===== config.mk =====
export PLATFORM = sky130hd
export DESIGN_NAME = fp16add_issue_flat
export DESIGN_NICKNAME = d
export VERILOG_FILES = /design/src/rtl/fp16_pkg.sv /design/src/rtl/fp16add_issue_if.sv /design/src/rtl/fp16_fifo.sv /design/src/rtl/fp16add_issue.sv /design/src/flat_wrapper.sv
export SDC_FILE = /design/constraint.sdc
export NUM_CORES = 1
export LEC_CHECK = 0
export BUFFER_PORTS_ARGS = -buffer_cell sky130_fd_sc_hd__buf_2
export CAP_MARGIN = 20
export CORE_ASPECT_RATIO = 2
export CORE_MARGIN = 10
export CORE_UTILIZATION = 30
export CTS_CLUSTER_DIAMETER = 100
export DETAILED_ROUTE_END_ITERATION = 6
export GPL_TIMING_DRIVEN = 0
export SLEW_MARGIN = 20
export SYNTH_ARGS = -nofsm -noshare
export SYNTH_HDL_FRONTEND = slang
export SYNTH_SLANG_ARGS = --single-unit
export TNS_END_PERCENT = 1

===== constraint.sdc =====
create_clock -name clk -period 3.65 [get_ports clk]
set_input_delay 0.5475 -clock clk [delete_from_list [all_inputs] [get_ports clk]]
set_output_delay 0.5475 -clock clk [all_outputs]
set_load 0.1 [all_outputs]

===== src/rtl/fp16_pkg.sv =====
// -----------------------------------------------------------------------------
// fp16_pkg
// Shared definitions for the fp16 adder pipeline stages:
//   - fp16 word width and the +0 encoding used to pad an odd stream tail
//   - fp16 field positions (sign / biased exponent / mantissa)
//   - state encoding of the pair-forming FSM in fp16add_issue
// No ports (package).
// -----------------------------------------------------------------------------
package fp16_pkg;

    localparam int FP16_W = 16;
    localparam logic [FP16_W-1:0] FP16_PZERO = 16'h0000;

    // Field layout of an IEEE-754 binary16 word.
    localparam int FP16_SIGN_BIT  = 15;
    localparam int FP16_BEXP_MSB  = 14;
    localparam int FP16_BEXP_LSB  = 10;
    localparam int FP16_BEXP_W    = FP16_BEXP_MSB - FP16_BEXP_LSB + 1;
    localparam int FP16_MANT_MSB  = 9;
    localparam int FP16_MANT_LSB  = 0;
    localparam int FP16_MANT_W    = FP16_MANT_MSB - FP16_MANT_LSB + 1;

    // Pair-forming FSM: either no operand pending, or operand A is held.
    typedef enum logic [0:0] {
        IDLE   = 1'b0,
        HAVE_A = 1'b1
    } fp16add_state_e;

endpackage


===== src/rtl/fp16add_issue_if.sv =====
// -----------------------------------------------------------------------------
// fp16add_issue_if
// Bundles the stream, adder and result-FIFO signals of fp16add_issue.
//   slave  : view of fp16add_issue (drives o_*, receives i_*)
//   master : view of the environment around it (drives i_*, receives o_*)
// Parameter LVL_W must equal $clog2(DEPTH+1) of the attached fp16add_issue.
// -----------------------------------------------------------------------------
interface fp16add_issue_if
    import fp16_pkg::*;
#(
    parameter int LVL_W = 3
) ();

    // Input word stream
    logic              i_valid;
    logic              o_ready;
    logic [FP16_W-1:0] i_data;
    logic              i_last;
    logic              i_rmode;

    // Adder operand / result side
    logic [FP16_W-1:0] o_add_a;
    logic [FP16_W-1:0] o_add_b;
    logic              o_add_rmode;
    logic [FP16_W-1:0] i_add_res;

    // Result FIFO stream
    logic              o_valid;
    logic              i_ready;
    logic [FP16_W-1:0] o_res;
    logic [LVL_W-1:0]  o_level;

    modport slave (
        input  i_valid, i_data, i_last, i_rmode, i_add_res, i_ready,
        output o_ready, o_add_a, o_add_b, o_add_rmode, o_valid, o_res, o_level
    );

    modport master (
        output i_valid, i_data, i_last, i_rmode, i_add_res, i_ready,
        input  o_ready, o_add_a, o_add_b, o_add_rmode, o_valid, o_res, o_level
    );

endinterface


===== src/rtl/fp16_fifo.sv =====
// -----------------------------------------------------------------------------
// fp16_fifo
// Circular first-word-fall-through FIFO with an occupancy output.
// Ports:
//   clk, rst_n      clock (rising edge), asynchronous active-low reset
//   push, push_data write push_data at the tail (ignored when full and not popping)
//   pop             remove head; ignored when empty
//   head            current head word (all zeros while empty after reset)
//   valid           FIFO non-empty
//   level           number of stored entries, 0..DEPTH
// -----------------------------------------------------------------------------
module fp16_fifo #(
    parameter  int DEPTH = 4,
    parameter  int W     = 16,
    localparam int LVL_W = $clog2(DEPTH + 1),
    localparam int PTR_W = (DEPTH > 1) ? $clog2(DEPTH) : 1
) (
    input  logic             clk,
    input  logic             rst_n,
    input  logic             push,
    input  logic [W-1:0]     push_data,
    input  logic             pop,
    output logic [W-1:0]     head,
    output logic             valid,
    output logic [LVL_W-1:0] level
);

    logic [W-1:0]     mem_q [DEPTH];
    logic [W-1:0]     mem_d [DEPTH];
    logic [PTR_W-1:0] rd_q, rd_d;
    logic [PTR_W-1:0] wr_q, wr_d;
    logic [LVL_W-1:0] level_q, level_d;
    logic             do_push;
    logic             do_pop;

    // Pointer increment with wrap at DEPTH (DEPTH need not be a power of two).
    function automatic logic [PTR_W-1:0] ptr_inc(input logic [PTR_W-1:0] p);
        return (p == PTR_W'(DEPTH - 1)) ? '0 : p + 1'b1;
    endfunction

    always_comb begin
        do_pop  = pop && (level_q != '0);
        do_push = push && ((level_q != LVL_W'(DEPTH)) || do_pop);

        mem_d   = mem_q;
        rd_d    = rd_q;
        wr_d    = wr_q;
        level_d = level_q;

        if (do_push) begin
            mem_d[wr_q] = push_data;
            wr_d        = ptr_inc(wr_q);
        end
        if (do_pop) begin
            rd_d = ptr_inc(rd_q);
        end

        unique case ({do_push, do_pop})
            2'b10:   level_d = level_q + LVL_W'(1);
            2'b01:   level_d = level_q - LVL_W'(1);
            default: level_d = level_q;
        endcase
    end

    always_ff @(posedge clk or negedge rst_n) begin
        if (!rst_n) begin
            for (int i = 0; i < DEPTH; i++) begin
                mem_q[i] <= '0;
            end
            rd_q    <= '0;
            wr_q    <= '0;
            level_q <= '0;
        end else begin
            mem_q   <= mem_d;
            rd_q    <= rd_d;
            wr_q    <= wr_d;
            level_q <= level_d;
        end
    end

    assign head  = mem_q[rd_q];
    assign valid = (level_q != '0);
    assign level = level_q;

endmodule


===== src/rtl/fp16add_issue.sv =====
// -----------------------------------------------------------------------------
// fp16add_issue
// Pairs consecutive fp16 words of a valid/ready stream into (a, b) operands,
// issues them to a fixed-latency adder without backpressure, and collects the
// adder results in an output FIFO. Issue is credit-gated: words are accepted
// only while in-flight results plus stored results stay below DEPTH, so a
// result arriving from the adder always finds room.
// Ports:
//   clk, rst_n  clock (rising edge), asynchronous active-low reset
//   bus         fp16add_issue_if.slave:
//                 i_valid/o_ready/i_data/i_last/i_rmode  input word stream
//                 o_add_a/o_add_b/o_add_rmode            registered adder operands
//                 i_add_res                              adder result (LAT cycles later)
//                 o_valid/i_ready/o_res/o_level          result FIFO stream
// Parameters:
//   LAT    adder latency, operands presented -> result valid
//   DEPTH  result FIFO entries and total credit count (>= 2)
// -----------------------------------------------------------------------------
module fp16add_issue
    import fp16_pkg::*;
#(
    parameter int LAT   = 1,
    parameter int DEPTH = 4
) (
    input  logic                clk,
    input  logic                rst_n,
    fp16add_issue_if.slave      bus
);

    localparam int LVL_W = $clog2(DEPTH + 1);
    // Wide enough to hold level (<= DEPTH) plus every pipe bit (LAT+1).
    localparam int CNT_W = $clog2(DEPTH + LAT + 2);

    fp16add_state_e    state_q, state_d;
    logic [FP16_W-1:0] a_q, a_d;
    logic [FP16_W-1:0] add_a_q, add_a_d;
    logic [FP16_W-1:0] add_b_q, add_b_d;
    logic              add_rmode_q, add_rmode_d;
    logic [LAT:0]      vld_q, vld_d;

    logic              accept;
    logic              issue;
    logic              ready;
    logic [CNT_W-1:0]  used;
    logic [LVL_W-1:0]  fifo_level;

    // Credits in use: results still travelling through the adder plus results
    // already stored. Only registered state feeds this, so o_ready never
    // depends combinationally on i_valid or i_ready.
    always_comb begin
        used = CNT_W'(fifo_level);
        for (int i = 0; i <= LAT; i++) begin
            used = used + CNT_W'(vld_q[i]);
        end
        ready = (used < CNT_W'(DEPTH));
    end

    assign accept = bus.i_valid && ready;

    // Pair-forming FSM and operand registers.
    always_comb begin
        state_d     = state_q;
        a_d         = a_q;
        add_a_d     = add_a_q;
        add_b_d     = add_b_q;
        add_rmode_d = add_rmode_q;
        issue       = 1'b0;

        if (accept) begin
            unique case (state_q)
                IDLE: begin
                    if (bus.i_last) begin
                        // Odd tail: pad with +0 so the word passes through the adder.
                        issue       = 1'b1;
                        add_a_d     = bus.i_data;
                        add_b_d     = FP16_PZERO;
                        add_rmode_d = bus.i_rmode;
                    end else begin
                        a_d     = bus.i_data;
                        state_d = HAVE_A;
                    end
                end
                HAVE_A: begin
                    issue       = 1'b1;
                    add_a_d     = a_q;
                    add_b_d     = bus.i_data;
                    add_rmode_d = bus.i_rmode;
                    state_d     = IDLE;
                end
                default: state_d = IDLE;
            endcase
        end
    end

    // Issue-valid pipe: stage 0 is set on the issuing edge; the bit leaving
    // stage LAT marks the edge on which i_add_res holds that pair's sum.
    always_comb begin
        vld_d[0] = issue;
        for (int i = 1; i <= LAT; i++) begin
            vld_d[i] = vld_q[i-1];
        end
    end

    always_ff @(posedge clk or negedge rst_n) begin
        if (!rst_n) begin
            state_q     <= IDLE;
            a_q         <= FP16_PZERO;
            add_a_q     <= FP16_PZERO;
            add_b_q     <= FP16_PZERO;
            add_rmode_q <= 1'b0;
            vld_q       <= '0;
        end else begin
            state_q     <= state_d;
            a_q         <= a_d;
            add_a_q     <= add_a_d;
            add_b_q     <= add_b_d;
            add_rmode_q <= add_rmode_d;
            vld_q       <= vld_d;
        end
    end

    fp16_fifo #(
        .DEPTH (DEPTH),
        .W     (FP16_W)
    ) u_fifo (
        .clk       (clk),
        .rst_n     (rst_n),
        .push      (vld_q[LAT]),
        .push_data (bus.i_add_res),
        .pop       (bus.i_ready),
        .head      (bus.o_res),
        .valid     (bus.o_valid),
        .level     (fifo_level)
    );

    assign bus.o_ready     = ready;
    assign bus.o_add_a     = add_a_q;
    assign bus.o_add_b     = add_b_q;
    assign bus.o_add_rmode = add_rmode_q;
    assign bus.o_level     = fifo_level;

endmodule


===== src/flat_wrapper.sv =====
// flat-port wrapper written by rule: the top's interface ports become plain ports
module fp16add_issue_flat import fp16_pkg::*;
#(
    parameter int LAT   = 1,
    parameter int DEPTH = 4
)
  (clk, rst_n, bus_i_valid, bus_i_data, bus_i_last, bus_i_rmode, bus_i_add_res, bus_i_ready, bus_o_ready, bus_o_add_a, bus_o_add_b, bus_o_add_rmode, bus_o_valid, bus_o_res, bus_o_level);
  fp16add_issue_if #(.LVL_W(($clog2(DEPTH + 1)))) bus_i ();
  input  logic clk;
  input  logic rst_n;
  input wire logic [$bits(bus_i.i_valid)-1:0] bus_i_valid;
  input wire logic [$bits(bus_i.i_data)-1:0] bus_i_data;
  input wire logic [$bits(bus_i.i_last)-1:0] bus_i_last;
  input wire logic [$bits(bus_i.i_rmode)-1:0] bus_i_rmode;
  input wire logic [$bits(bus_i.i_add_res)-1:0] bus_i_add_res;
  input wire logic [$bits(bus_i.i_ready)-1:0] bus_i_ready;
  output wire logic [$bits(bus_i.o_ready)-1:0] bus_o_ready;
  output wire logic [$bits(bus_i.o_add_a)-1:0] bus_o_add_a;
  output wire logic [$bits(bus_i.o_add_b)-1:0] bus_o_add_b;
  output wire logic [$bits(bus_i.o_add_rmode)-1:0] bus_o_add_rmode;
  output wire logic [$bits(bus_i.o_valid)-1:0] bus_o_valid;
  output wire logic [$bits(bus_i.o_res)-1:0] bus_o_res;
  output wire logic [$bits(bus_i.o_level)-1:0] bus_o_level;
  assign bus_i.i_valid = bus_i_valid;
  assign bus_i.i_data = bus_i_data;
  assign bus_i.i_last = bus_i_last;
  assign bus_i.i_rmode = bus_i_rmode;
  assign bus_i.i_add_res = bus_i_add_res;
  assign bus_i.i_ready = bus_i_ready;
  assign bus_o_ready = bus_i.o_ready;
  assign bus_o_add_a = bus_i.o_add_a;
  assign bus_o_add_b = bus_i.o_add_b;
  assign bus_o_add_rmode = bus_i.o_add_rmode;
  assign bus_o_valid = bus_i.o_valid;
  assign bus_o_res = bus_i.o_res;
  assign bus_o_level = bus_i.o_level;
  fp16add_issue #(.LAT(LAT), .DEPTH(DEPTH)) u_core (.clk(clk), .rst_n(rst_n), .bus(bus_i));
endmodule

==> results.md <==
* Status: finished, final reports clean
* Post-CTS Resized at 0
* Nets at 491
* Final Hold Fails at 0
* Vias per cell at 4.79
* Fraction of registers with async set/reset at 100%
* Clock buffer depth at 2
* Count of cell types in the netlist at 34
* Die area at 24400 um^2
* Number of antenna-violating nets in the routed design at 0
* Min-delay worst type: input port to async pin
* Worst Path Required at 3.10 ns
* Synth warn at 0
* Detailed-route DRC error count at 0
* Setup TNS at 0 ns
* Max-Cap Viols at 0
* Fin Hold WS at 0.147 ns
* Starting Density at 30.6%
* Mean post-synth cell area at 16.4 um^2
* GR Overflow Total at 0
* Hold_buf cts at 0
* Layout filler cell count at 1680
* Synth area leaders: dfrtp_1 (56%), mux2_2 (14%), mux2_1 (8.4%)
* Worst Path Class, Setup: flip-flop to primary output
* CTS root buffer: clkbuf_16
* H-tree Lvls at 4
* Post-synthesis sequential area ratio at 56.3%
* Worst setup SP type: flip-flop
* Core Region at 17900 um^2
* CP max FO at 10
* Crit path DAT at 2.61 ns
* Standard-cell rows at 69
* GP Congestion at 0.739
* Die width at 115 um
* Setup Fix Bufs, Post-CTS at 0
* TritonCTS clock tree: built
* Port Buffers at 91
* Share of cells above drive strength 1 at 52.4%
* Final Max Tran Viols at 0
* Max_slew headroom at 53.3%
* Min Tclk post-route at 3.16 ns
* RSZ-0062 raised after global routing: no
* DRT Pass-1 Iters at 4
* Top Ports at 92
* R2r setup slk at 1.16 ns
* Largest area contributor in the netlist: dfrtp_1
* CTS Buf Count at 17
* Wire per inst at 18.6 um
* Detailed-route via count at 3217
* Synth Instances at 334
* CTS sink cnt at 123
* Vias in the first global route at 3774
* Largest net degree at the start of global routing at 75
* First-pass GRT wire length at 20.3 mm
* EDFF count, synth at 0
* Final WL at 12.5 mm
* Antenna violations before repair at 1
* Mapped Nets at 380
* Fmax at 317 MHz
* Clk_lat worst skew at 0.42 ns
* Clk slew on worst S/H paths at 0.06 ns
* FF+latch count, synth at 123
* Antenna cells at 0
* DR iter-0 viols at 102
* Top-area cell type share of the netlist area at 56.3%
* Die Ht at 211 um
* Count of final setup violators at 0
* Final period util at 86.6%
* Least-Margin Pin Slew at 0.701 ns
* Worst setup EP type: primary output
* Skew final at 0.00774 ns
* Area added between synthesis and finish at 24.5%
* Primary FF master, synth: dfrtp_1
* Mapped Area at 5470 um^2
* DP Wirelength at 9.17 mm
* All-Layer GR Usage at 10.9%
Yosys cell counts, types with 2 or more instances:
library cell and number:
buf_6 6, buf_2 7, xor2_1 2, dfrtp_1 123
mux2_1 41, mux4_2 16, nand3_4 4, a22o_1 16
ha_1 7, clkbuf_1 3, inv_1 8, mux2_4 8
mux2_2 68, nand2_1 3, nor2_1 3
per-stage QoR:
stage	utilization, %	std cells	instance area, um^2	setup WS, ns
finish	38.1	671	6810	0.491
detailed placement	34.9	639	6230	0.865
global route	38.1	671	6810	0.355
CTS	38.1	671	6810	0.406
global placement	34.7	638	6200	0.527
floorplan	-	334	5470	0.465
final cells by class:
type	count	area (um^2)	area share, %
flip-flops and latches	123	3080	45.2
multi-input cells	185	2230	32.8
repair buffers	92	489	7.18
clock buffers	20	467	6.85
well taps	213	267	3.91
plain buffers	17	129	1.89
clock inverters	12	115	1.69
inverters	9	36.3	0.533
worst paths after layout:
kind / cells past startpoint / from / end
max: 4 / u_core.u_fifo.rd_q[1]$_DFFE_PN0P_ / bus_o_res[6]
min: 1 / rst_n / u_core.a_q[13]$_DFFE_PN0P_
max reg2reg: 9 / u_core.u_fifo.level[1]$_DFFE_PN0P_ / u_core.u_fifo.level[2]$_DFFE_PN0P_
min reg2reg: 0 / u_core.vld_q[0]$_DFF_PN0_ / u_core.vld_q[1]$_DFF_PN0_
max in group asynchronous: 2 / rst_n / u_core.u_fifo.mem_q[8]$_DFFE_PN0P_
min in group clk: 2 / bus_i_rmode / u_core.bus.o_add_rmode$_DFFE_PN0P_
cell usage in the layout, fill, tap and decap left out, drive strengths merged, types with 2 or more instances in the layout:
cell	instances
nand3	5
ha	7
nand2	3
a22o	16
mux4	16
clkinvlp	6
a221oi	3
dfrtp	123
nor2	3
mux2	117
clkbuf	23
inv	11
clkinv	3
buf	106
xor2	2
worst max-delay path, cell delays in order, from the launching register on:
cell and delay, ns:
dfrtp_1 0.35, clkbuf_1 0.48, clkbuf_1 0.59, mux4_2 0.35
buf_2 0.43
per-layer routing:
metal / global-route usage (%) / vias up / share of wire [%]
li1: - / 1457 / -
met1: 11.1 / 1664 / 38
met2: 19.0 / 77 / 54
met3: 4.10 / 17 / 5.8
met4: 5.18 / 2 / 1.9
met5: 0 / - / 0.10
logic make-up after synthesis:
family,count (synthesis),share of synthesized area (%)
xor gates and xnor gates,3,0.481
muxes,134,31.4
AOI/OAI and AO/OA,25,4.37
DFF,123,56.3
adders and majority gates,8,1.97
and+or+nand+nor,15,2.47
buffers and inverters,26,3.02
state kept, by name, summed over array words and instances, names as in the netlist:
signal,count
u_core.bus.o_add_rmode,1
u_core.u_fifo.rd_q,2
u_core.a_q,16
u_core.vld_q,2
u_core.u_fifo.wr_q,2
u_core.bus.o_add_a,16
u_core.u_fifo.level,3
u_core.state_q,1
u_core.bus.o_add_b,16
u_core.u_fifo.mem_q,64
Power is left out: the tool's default activity adds up to more than one toggle a clock period on the data nets, which glitch-free logic cannot reach.
